### src/rtl/pipe_stage_reg_if.sv
// Handshake bundle for one pipe_stage_reg boundary: upstream (in_*) and downstream (out_*) sides.
interface pipe_stage_reg_if #(
  parameter int DATA_W = 288,
  parameter int CTRL_W = 9
);
  logic              in_valid;
  logic              in_ready;
  logic [DATA_W-1:0] in_data;
  logic [CTRL_W-1:0] in_ctrl;
  logic              out_valid;
  logic              out_ready;
  logic [DATA_W-1:0] out_data;
  logic [CTRL_W-1:0] out_ctrl;

  modport master (output in_valid, in_data, in_ctrl, out_ready,
                  input  in_ready, out_valid, out_data, out_ctrl);
  modport slave  (input  in_valid, in_data, in_ctrl, out_ready,
                  output in_ready, out_valid, out_data, out_ctrl);
endinterface

### src/rtl/pipe_stage_reg.sv
// Generic pipeline stage register: valid/ready flow, flush-to-bubble, optional skid entry,
// and saturating stall/flush counters for the performance monitor.
module pipe_stage_reg #(
  parameter int DATA_W = 288,
  parameter int CTRL_W = 9,
  parameter bit SKID   = 1'b1,
  parameter int CNT_W  = 16
) (
  input  logic             clk,
  input  logic             reset,
  input  logic             flush,
  input  logic             clr_cnt,
  pipe_stage_reg_if.slave  bus,
  output logic [CNT_W-1:0] stall_cnt,
  output logic [CNT_W-1:0] flush_cnt,
  output logic [1:0]       occupancy
);
  typedef enum logic [1:0] {EMPTY = 2'd0, ONE = 2'd1, TWO = 2'd2} state_e;
  typedef struct packed {
    logic [DATA_W-1:0] data;
    logic [CTRL_W-1:0] ctrl;
  } entry_t;

  localparam logic [CNT_W-1:0] CNT_MAX = '1;

  state_e           state_q, state_d;
  entry_t           main_q, main_d, skid_q, skid_d, in_e;
  logic             in_ready_q, in_ready_d;
  logic [CNT_W-1:0] stall_q, stall_d, flush_q, flush_d;
  logic             out_valid, in_ready, in_hs, out_hs;

  assign in_e      = {bus.in_data, bus.in_ctrl};
  assign out_valid = (state_q != EMPTY);
  assign in_ready  = SKID ? in_ready_q : ((!out_valid || bus.out_ready) && !flush);
  // A flush drops any offered entry even when the registered ready is high.
  assign in_hs     = bus.in_valid && in_ready && !flush;
  assign out_hs    = out_valid && bus.out_ready;

  always_comb begin
    state_d = state_q;
    main_d  = main_q;
    skid_d  = skid_q;
    if (flush) begin
      state_d = EMPTY;
    end else begin
      case (state_q)
        EMPTY: if (in_hs) begin
          main_d  = in_e;
          state_d = ONE;
        end
        ONE: begin
          if (in_hs && out_hs) begin
            main_d = in_e;
          end else if (in_hs) begin
            skid_d  = in_e;
            state_d = TWO;
          end else if (out_hs) begin
            state_d = EMPTY;
          end
        end
        TWO: if (out_hs) begin
          main_d  = skid_q;
          state_d = ONE;
        end
        default: state_d = EMPTY;
      endcase
    end
    in_ready_d = (state_d != TWO) && !flush;
  end

  always_comb begin
    stall_d = stall_q;
    flush_d = flush_q;
    if (clr_cnt) begin
      stall_d = '0;
      flush_d = '0;
    end else begin
      if (out_valid && !bus.out_ready && !flush && stall_q != CNT_MAX) stall_d = stall_q + 1'b1;
      if (flush && out_valid && flush_q != CNT_MAX)                    flush_d = flush_q + 1'b1;
    end
  end

  always_ff @(posedge clk or negedge reset) begin
    if (!reset) begin
      state_q    <= EMPTY;
      main_q     <= '0;
      skid_q     <= '0;
      in_ready_q <= 1'b0;
      stall_q    <= '0;
      flush_q    <= '0;
    end else begin
      state_q    <= state_d;
      main_q     <= main_d;
      skid_q     <= skid_d;
      in_ready_q <= in_ready_d;
      stall_q    <= stall_d;
      flush_q    <= flush_d;
    end
  end

  assign bus.in_ready  = in_ready;
  assign bus.out_valid = out_valid;
  assign bus.out_data  = main_q.data;
  assign bus.out_ctrl  = out_valid ? main_q.ctrl : '0;
  assign stall_cnt     = stall_q;
  assign flush_cnt     = flush_q;
  assign occupancy     = state_q;
endmodule

### src/flat_wrapper.sv
// flat-port wrapper written by rule: the top's interface ports become plain ports
module pipe_stage_reg_flat 
#(
  parameter int DATA_W = 288,
  parameter int CTRL_W = 9,
  parameter bit SKID   = 1'b1,
  parameter int CNT_W  = 16
)
  (clk, reset, flush, clr_cnt, stall_cnt, flush_cnt, occupancy, bus_in_valid, bus_in_data, bus_in_ctrl, bus_out_ready, bus_in_ready, bus_out_valid, bus_out_data, bus_out_ctrl);
  pipe_stage_reg_if #(.DATA_W(DATA_W), .CTRL_W(CTRL_W)) bus_i ();
  input  logic clk;
  input  logic reset;
  input  logic flush;
  input  logic clr_cnt;
  output logic [CNT_W-1:0] stall_cnt;
  output logic [CNT_W-1:0] flush_cnt;
  output logic [1:0] occupancy;
  input wire logic [$bits(bus_i.in_valid)-1:0] bus_in_valid;
  input wire logic [$bits(bus_i.in_data)-1:0] bus_in_data;
  input wire logic [$bits(bus_i.in_ctrl)-1:0] bus_in_ctrl;
  input wire logic [$bits(bus_i.out_ready)-1:0] bus_out_ready;
  output wire logic [$bits(bus_i.in_ready)-1:0] bus_in_ready;
  output wire logic [$bits(bus_i.out_valid)-1:0] bus_out_valid;
  output wire logic [$bits(bus_i.out_data)-1:0] bus_out_data;
  output wire logic [$bits(bus_i.out_ctrl)-1:0] bus_out_ctrl;
  assign bus_i.in_valid = bus_in_valid;
  assign bus_i.in_data = bus_in_data;
  assign bus_i.in_ctrl = bus_in_ctrl;
  assign bus_i.out_ready = bus_out_ready;
  assign bus_in_ready = bus_i.in_ready;
  assign bus_out_valid = bus_i.out_valid;
  assign bus_out_data = bus_i.out_data;
  assign bus_out_ctrl = bus_i.out_ctrl;
  pipe_stage_reg #(.DATA_W(DATA_W), .CTRL_W(CTRL_W), .SKID(SKID), .CNT_W(CNT_W)) u_core (.clk(clk), .reset(reset), .flush(flush), .clr_cnt(clr_cnt), .bus(bus_i), .stall_cnt(stall_cnt), .flush_cnt(flush_cnt), .occupancy(occupancy));
endmodule
### config.mk
export PLATFORM = sky130hd
export DESIGN_NAME = pipe_stage_reg_flat
export DESIGN_NICKNAME = d
export VERILOG_FILES = /design/src/rtl/pipe_stage_reg_if.sv /design/src/rtl/pipe_stage_reg.sv /design/src/flat_wrapper.sv
export SDC_FILE = /design/constraint.sdc
export NUM_CORES = 1
export LEC_CHECK = 0
export BUFFER_PORTS_ARGS = -buffer_cell sky130_fd_sc_hd__buf_2
export CELL_PAD_IN_SITES_DETAIL_PLACEMENT = 1
export CELL_PAD_IN_SITES_GLOBAL_PLACEMENT = 1
export CORE_AREA = 2 2 276 278
export DETAILED_ROUTE_END_ITERATION = 16
export DIE_AREA = 0 0 278 280
export GPL_TIMING_DRIVEN = 0
export PLACE_DENSITY_LB_ADDON = 0.25
export SLEW_MARGIN = 20
export SYNTH_ARGS = -nofsm -noshare
export SYNTH_HDL_FRONTEND = slang
export SYNTH_SLANG_ARGS = --single-unit
### constraint.sdc
create_clock -name clk -period 2.25 [get_ports clk]
set_clock_uncertainty 0.15 [all_clocks]
set_input_delay 0 -clock clk [delete_from_list [all_inputs] [get_ports clk]]
set_output_delay 0 -clock clk [all_outputs]
set_load 0.005 [all_outputs]
==> impl_summary.log <==
[metrics] result of the run: finished, violations left
[metrics] violated checks: negative hold slack
[metrics] wire length of the first global-routing pass: 158,000 um
[metrics] overflow left after global routing: 0
[metrics] fraction of layout instances using a drive strength above 1: between 40% and 50%
[metrics] fin area: 41,400 sq um
[metrics] via count of the first global-routing pass: around 28,000
[metrics] initial core utilization: approximately two fifths
[metrics] # Max-Cap Violations: 0
[metrics] Final Wtd Congestion: 0.851
[metrics] count of input and output buffers: 633
[metrics] worst hold slack: -763 ps
[metrics] Syn Nets: around 3,000
[metrics] worst slack at placement: -1130 ps
[metrics] boundary pin count: ~640
[metrics] synth top area cells: sky130_fd_sc_hd__dfrtp_1 53%, sky130_fd_sc_hd__mux2_2 21%, sky130_fd_sc_hd__nand2_1 11%
[metrics] router iterations before antenna repair: 4
[metrics] net count reported at finish: slightly above 4,000
[metrics] detail-routed via count per cell: 4.93
[metrics] dpl hpwl: between 60,000 and 70,000 um
[metrics] number of synthesized register bits: roughly 630
[metrics] cell count after placement: 4,342
[metrics] Post-CTS Hold Fix Bufs: roughly 360
[metrics] family of cells with the greatest summed delay on the critical path: buffers and inverters
[metrics] share of the synthesized area in the top cell type: 52.8%
[metrics] vertical extent of the die: approximately 280 um
[metrics] Final Max Tran Viols: 0
[metrics] Floorplan Core Area: about 75,000 sq um
[metrics] number of enable-type register cells in the synthesized netlist: 0
[metrics] delay of the slowest cell on the worst path: approximately 430 ps
[metrics] depth of the CTS H-tree: 3
[metrics] Worst Setup End Kind: flop
[metrics] Achievable Freq: 0.450 GHz
[metrics] Synth Cell Area: 29,800 sq um
[metrics] VDD IR-drop max: around 0.65 mV
[metrics] proportion of synthesized chip area in sequential cells: a little over half
[metrics] overall power: between 30,000 and 40,000 uW
[metrics] transition at the pin with the smallest max-transition slack: about 760 ps
[metrics] cell row count: around 100
[metrics] leading area contributor after synthesis: sky130_fd_sc_hd__dfrtp_1
[metrics] worst-path cell with the longest stage delay: sky130_fd_sc_hd__dfrtp_2
[metrics] Relative slew margins: 48.6%
[metrics] starting DRC count in detailed routing: approximately 1,000
[metrics] CTS buffer count: 73
[metrics] cell leakage power: about 0.021 uW
[metrics] Post-Syn Instances: approximately 2,700
[metrics] clock tree from TritonCTS: yes
[metrics] RSZ-0062 raised after global routing: yes
[metrics] global routing usage summed across all routing layers: 26.0%
[metrics] total placed instance area: ~34,000 sq um
[metrics] Post-Synthesis Mean Instance Area: 10.9 sq um
[metrics] largest buffer count on any clock path: 3
[metrics] fraction of synthesis flops using an asynchronous set or reset pin: 100%
[metrics] Routed Antenna Nets: 0
[metrics] floorplan die width: approximately 280 um
[metrics] non-filler cells in the finished layout: just under 5,000
[metrics] arrival time of the worst setup path: between 2000 and 3000 ps
[metrics] routed via count: around 24,000
[metrics] maximum number of pins on one net before global-route repair: around 100
[metrics] minimum clock period: approximately 2200 ps
[metrics] clock transition time at the flip-flop clock pins of the worst setup and hold paths: approximately 60 ps
[metrics] detail-routed net length per standard cell: roughly 21 um
[metrics] slack of the critical path: 26.1 ps
[metrics] DRC Markers: 0
[metrics] class of the most critical hold timing path: input port to async pin
[metrics] latest clock arrival within the worst-skew pair: slightly above 600 ps
[metrics] total setup violations reported at the end of the flow: 0
[metrics] area added between synthesis and finish: 39.0%
[metrics] final hold violation count: about 260
[metrics] most frequently used flop master after synthesis: sky130_fd_sc_hd__dfrtp_1
[metrics] wirelength, routed: about 100,000 um
[metrics] Startpoint Class: flop
[metrics] most frequent cell after synthesis: sky130_fd_sc_hd__nand2_1
[metrics] Tcrit/Tclk final: about 100%
[metrics] Commonest cells post-synth: 907 x sky130_fd_sc_hd__nand2_1, 629 x sky130_fd_sc_hd__dfrtp_1, 547 x sky130_fd_sc_hd__mux2_2, 327 x sky130_fd_sc_hd__buf_4, 62 x sky130_fd_sc_hd__clkbuf_1
[metrics] sum of buffers and inverters on the critical path: 4
[metrics] Worst Path Required: ~2600 ps
[metrics] CTS root buf: sky130_fd_sc_hd__clkbuf_16
[metrics] Total Die Area: between 70,000 and 80,000 sq um
[metrics] power per cell area: around 860 nW/um^2
[metrics] count of clock tree sinks: between 600 and 700
[metrics] Unique masters post-synth: 43
[metrics] critical path peak fanout: 7
[metrics] total number of yosys warnings: 0
[metrics] crit path cell chain: and3b_2 > nand2_2 > nor3_4 > buf_12 > buf_12 > buf_16 > clkbuf_16 > mux2_2
[metrics] most frequent cell on the critical path: sky130_fd_sc_hd__buf_12
[metrics] total of fill cells in the finished design: between 8,000 and 9,000
[metrics] fin util: between 50 and 60%
[metrics] path type of the worst setup path: flop to flop
[metrics] initial antenna violation count: 20
[cell families (layout without fill, tap and decap cells)]
logic type                 count (synthesis)  in the layout  synth area share (%)
and+or+nand+nor                         1004           1004                  13.5
DFF                                      629            629                  52.8
muxes                                    599            599                  22.6
buffers and inverters                    430           1576                  9.66
AOI/OAI and AO/OA                         61             61                  1.29
adders and majority gates                  2              2                0.0840
other                                      0             13                     0
[state kept, by name, summed over array words and instances, names as in the netlist]
name                 cells
u_core.bus.in_ready      1
u_core.bus.out_data    288
u_core.flush_cnt        16
u_core.main_q            9
u_core.occupancy         2
u_core.skid_q          297
u_core.stall_cnt        16
[layout by cell type (no fill, tap or decap), types with 10 or more instances in the layout]
master / netlist / final
sky130_fd_sc_hd__buf_4: 327 / 305
sky130_fd_sc_hd__buf_8: 0 / 25
sky130_fd_sc_hd__buf_6: 0 / 21
sky130_fd_sc_hd__nand2_1: 907 / 906
sky130_fd_sc_hd__clkbuf_2: 0 / 45
sky130_fd_sc_hd__dfrtp_1: 629 / 627
sky130_fd_sc_hd__buf_12: 0 / 10
sky130_fd_sc_hd__clkinv_2: 0 / 13
sky130_fd_sc_hd__and2_1: 10 / 10
sky130_fd_sc_hd__mux2_4: 0 / 30
sky130_fd_sc_hd__nor2_1: 12 / 12
sky130_fd_sc_hd__diode_2: 0 / 13
sky130_fd_sc_hd__a21oi_1: 26 / 26
sky130_fd_sc_hd__clkbuf_8: 0 / 18
sky130_fd_sc_hd__nand4_1: 11 / 11
sky130_fd_sc_hd__clkbuf_16: 0 / 80
sky130_fd_sc_hd__mux2_1: 51 / 51
sky130_fd_sc_hd__dlygate4sd3_1: 0 / 357
sky130_fd_sc_hd__o31ai_1: 16 / 16
sky130_fd_sc_hd__buf_2: 30 / 643
sky130_fd_sc_hd__clkbuf_1: 62 / 26
sky130_fd_sc_hd__or4_1: 16 / 16
sky130_fd_sc_hd__mux2_2: 547 / 517
[path summary, 6_finish.rpt]
path,cells past startpoint,from,slack (ps),endpoint
max in group asynchronous,4,reset,710,u_core.skid_q[119]$_DFFE_PN0P_
worst min-delay path,1,reset,-760,u_core.bus.out_data[193]$_DFFE_PN0P_
worst max-delay path,8,u_core.occupancy[1]$_DFF_PN0_,30,u_core.skid_q[270]$_DFFE_PN0P_
worst max register to register,8,u_core.occupancy[1]$_DFF_PN0_,30,u_core.skid_q[270]$_DFFE_PN0P_
min in group clk,3,bus_in_data[235],10,u_core.skid_q[244]$_DFFE_PN0P_
worst min register to register,1,u_core.bus.out_data[170]$_DFFE_PN0P_,340,u_core.bus.out_data[170]$_DFFE_PN0P_
[through the flow]
step | setup TNS (ps) | hold WS (ps)
floorplan | 0 | -446
global placement | -8131370 | 98.4
detailed placement | -488500 | -67.7
CTS | -47.7 | -738
global route | -466 | -712
finish | 0 | -763
[report_power, final]
part / total, uW / internal, uW / switching (uW)
logic: 8270 / 5050 / 3220
clock network: 12300 / 7290 / 5030
registers: 15100 / 13700 / 1400
[per-layer routing]
layer | share of wire [%] | vias up | track usage, %
met1 | 38 | 12100 | 28.8
li1 | - | 10900 | -
met4 | 5.3 | 16 | 13.5
met3 | 5.2 | 287 | 5.92
met5 | 0.093 | - | 0
met2 | 51 | 653 | 46.7
[worst reg2reg max path, stage by stage, from the launching register on]
cell and delay [ps]:
sky130_fd_sc_hd__dfrtp_2 430, sky130_fd_sc_hd__and3b_2 290, sky130_fd_sc_hd__nand2_2 90, sky130_fd_sc_hd__nor3_4 160, sky130_fd_sc_hd__buf_12 160, sky130_fd_sc_hd__buf_12 140
sky130_fd_sc_hd__buf_16 180, sky130_fd_sc_hd__clkbuf_16 180, sky130_fd_sc_hd__mux2_2 330
[timing repair]
item                       in CTS  in global routing
setup endpoints to repair     613                584
setup buffers                  11                  3
hold endpoints to repair      885                232
resized for setup             138                106
gates cloned                    0                  5
pin swaps                       2                  2
[final cells by class]
class	count	area [sq um]	share of cell area (%)
diodes	13	32.5	0.0786
plain buffers	427	3400	8.20
clock buffers	104	2160	5.21
clock inverters	27	319	0.770
inverters	3	11.3	0.0272
multi-input cells	1666	11300	27.4
flip-flops and latches	629	15700	38.0
well taps	978	1220	2.95
repair buffers	1015	7200	17.4
(Power assumes the default switching activity.)
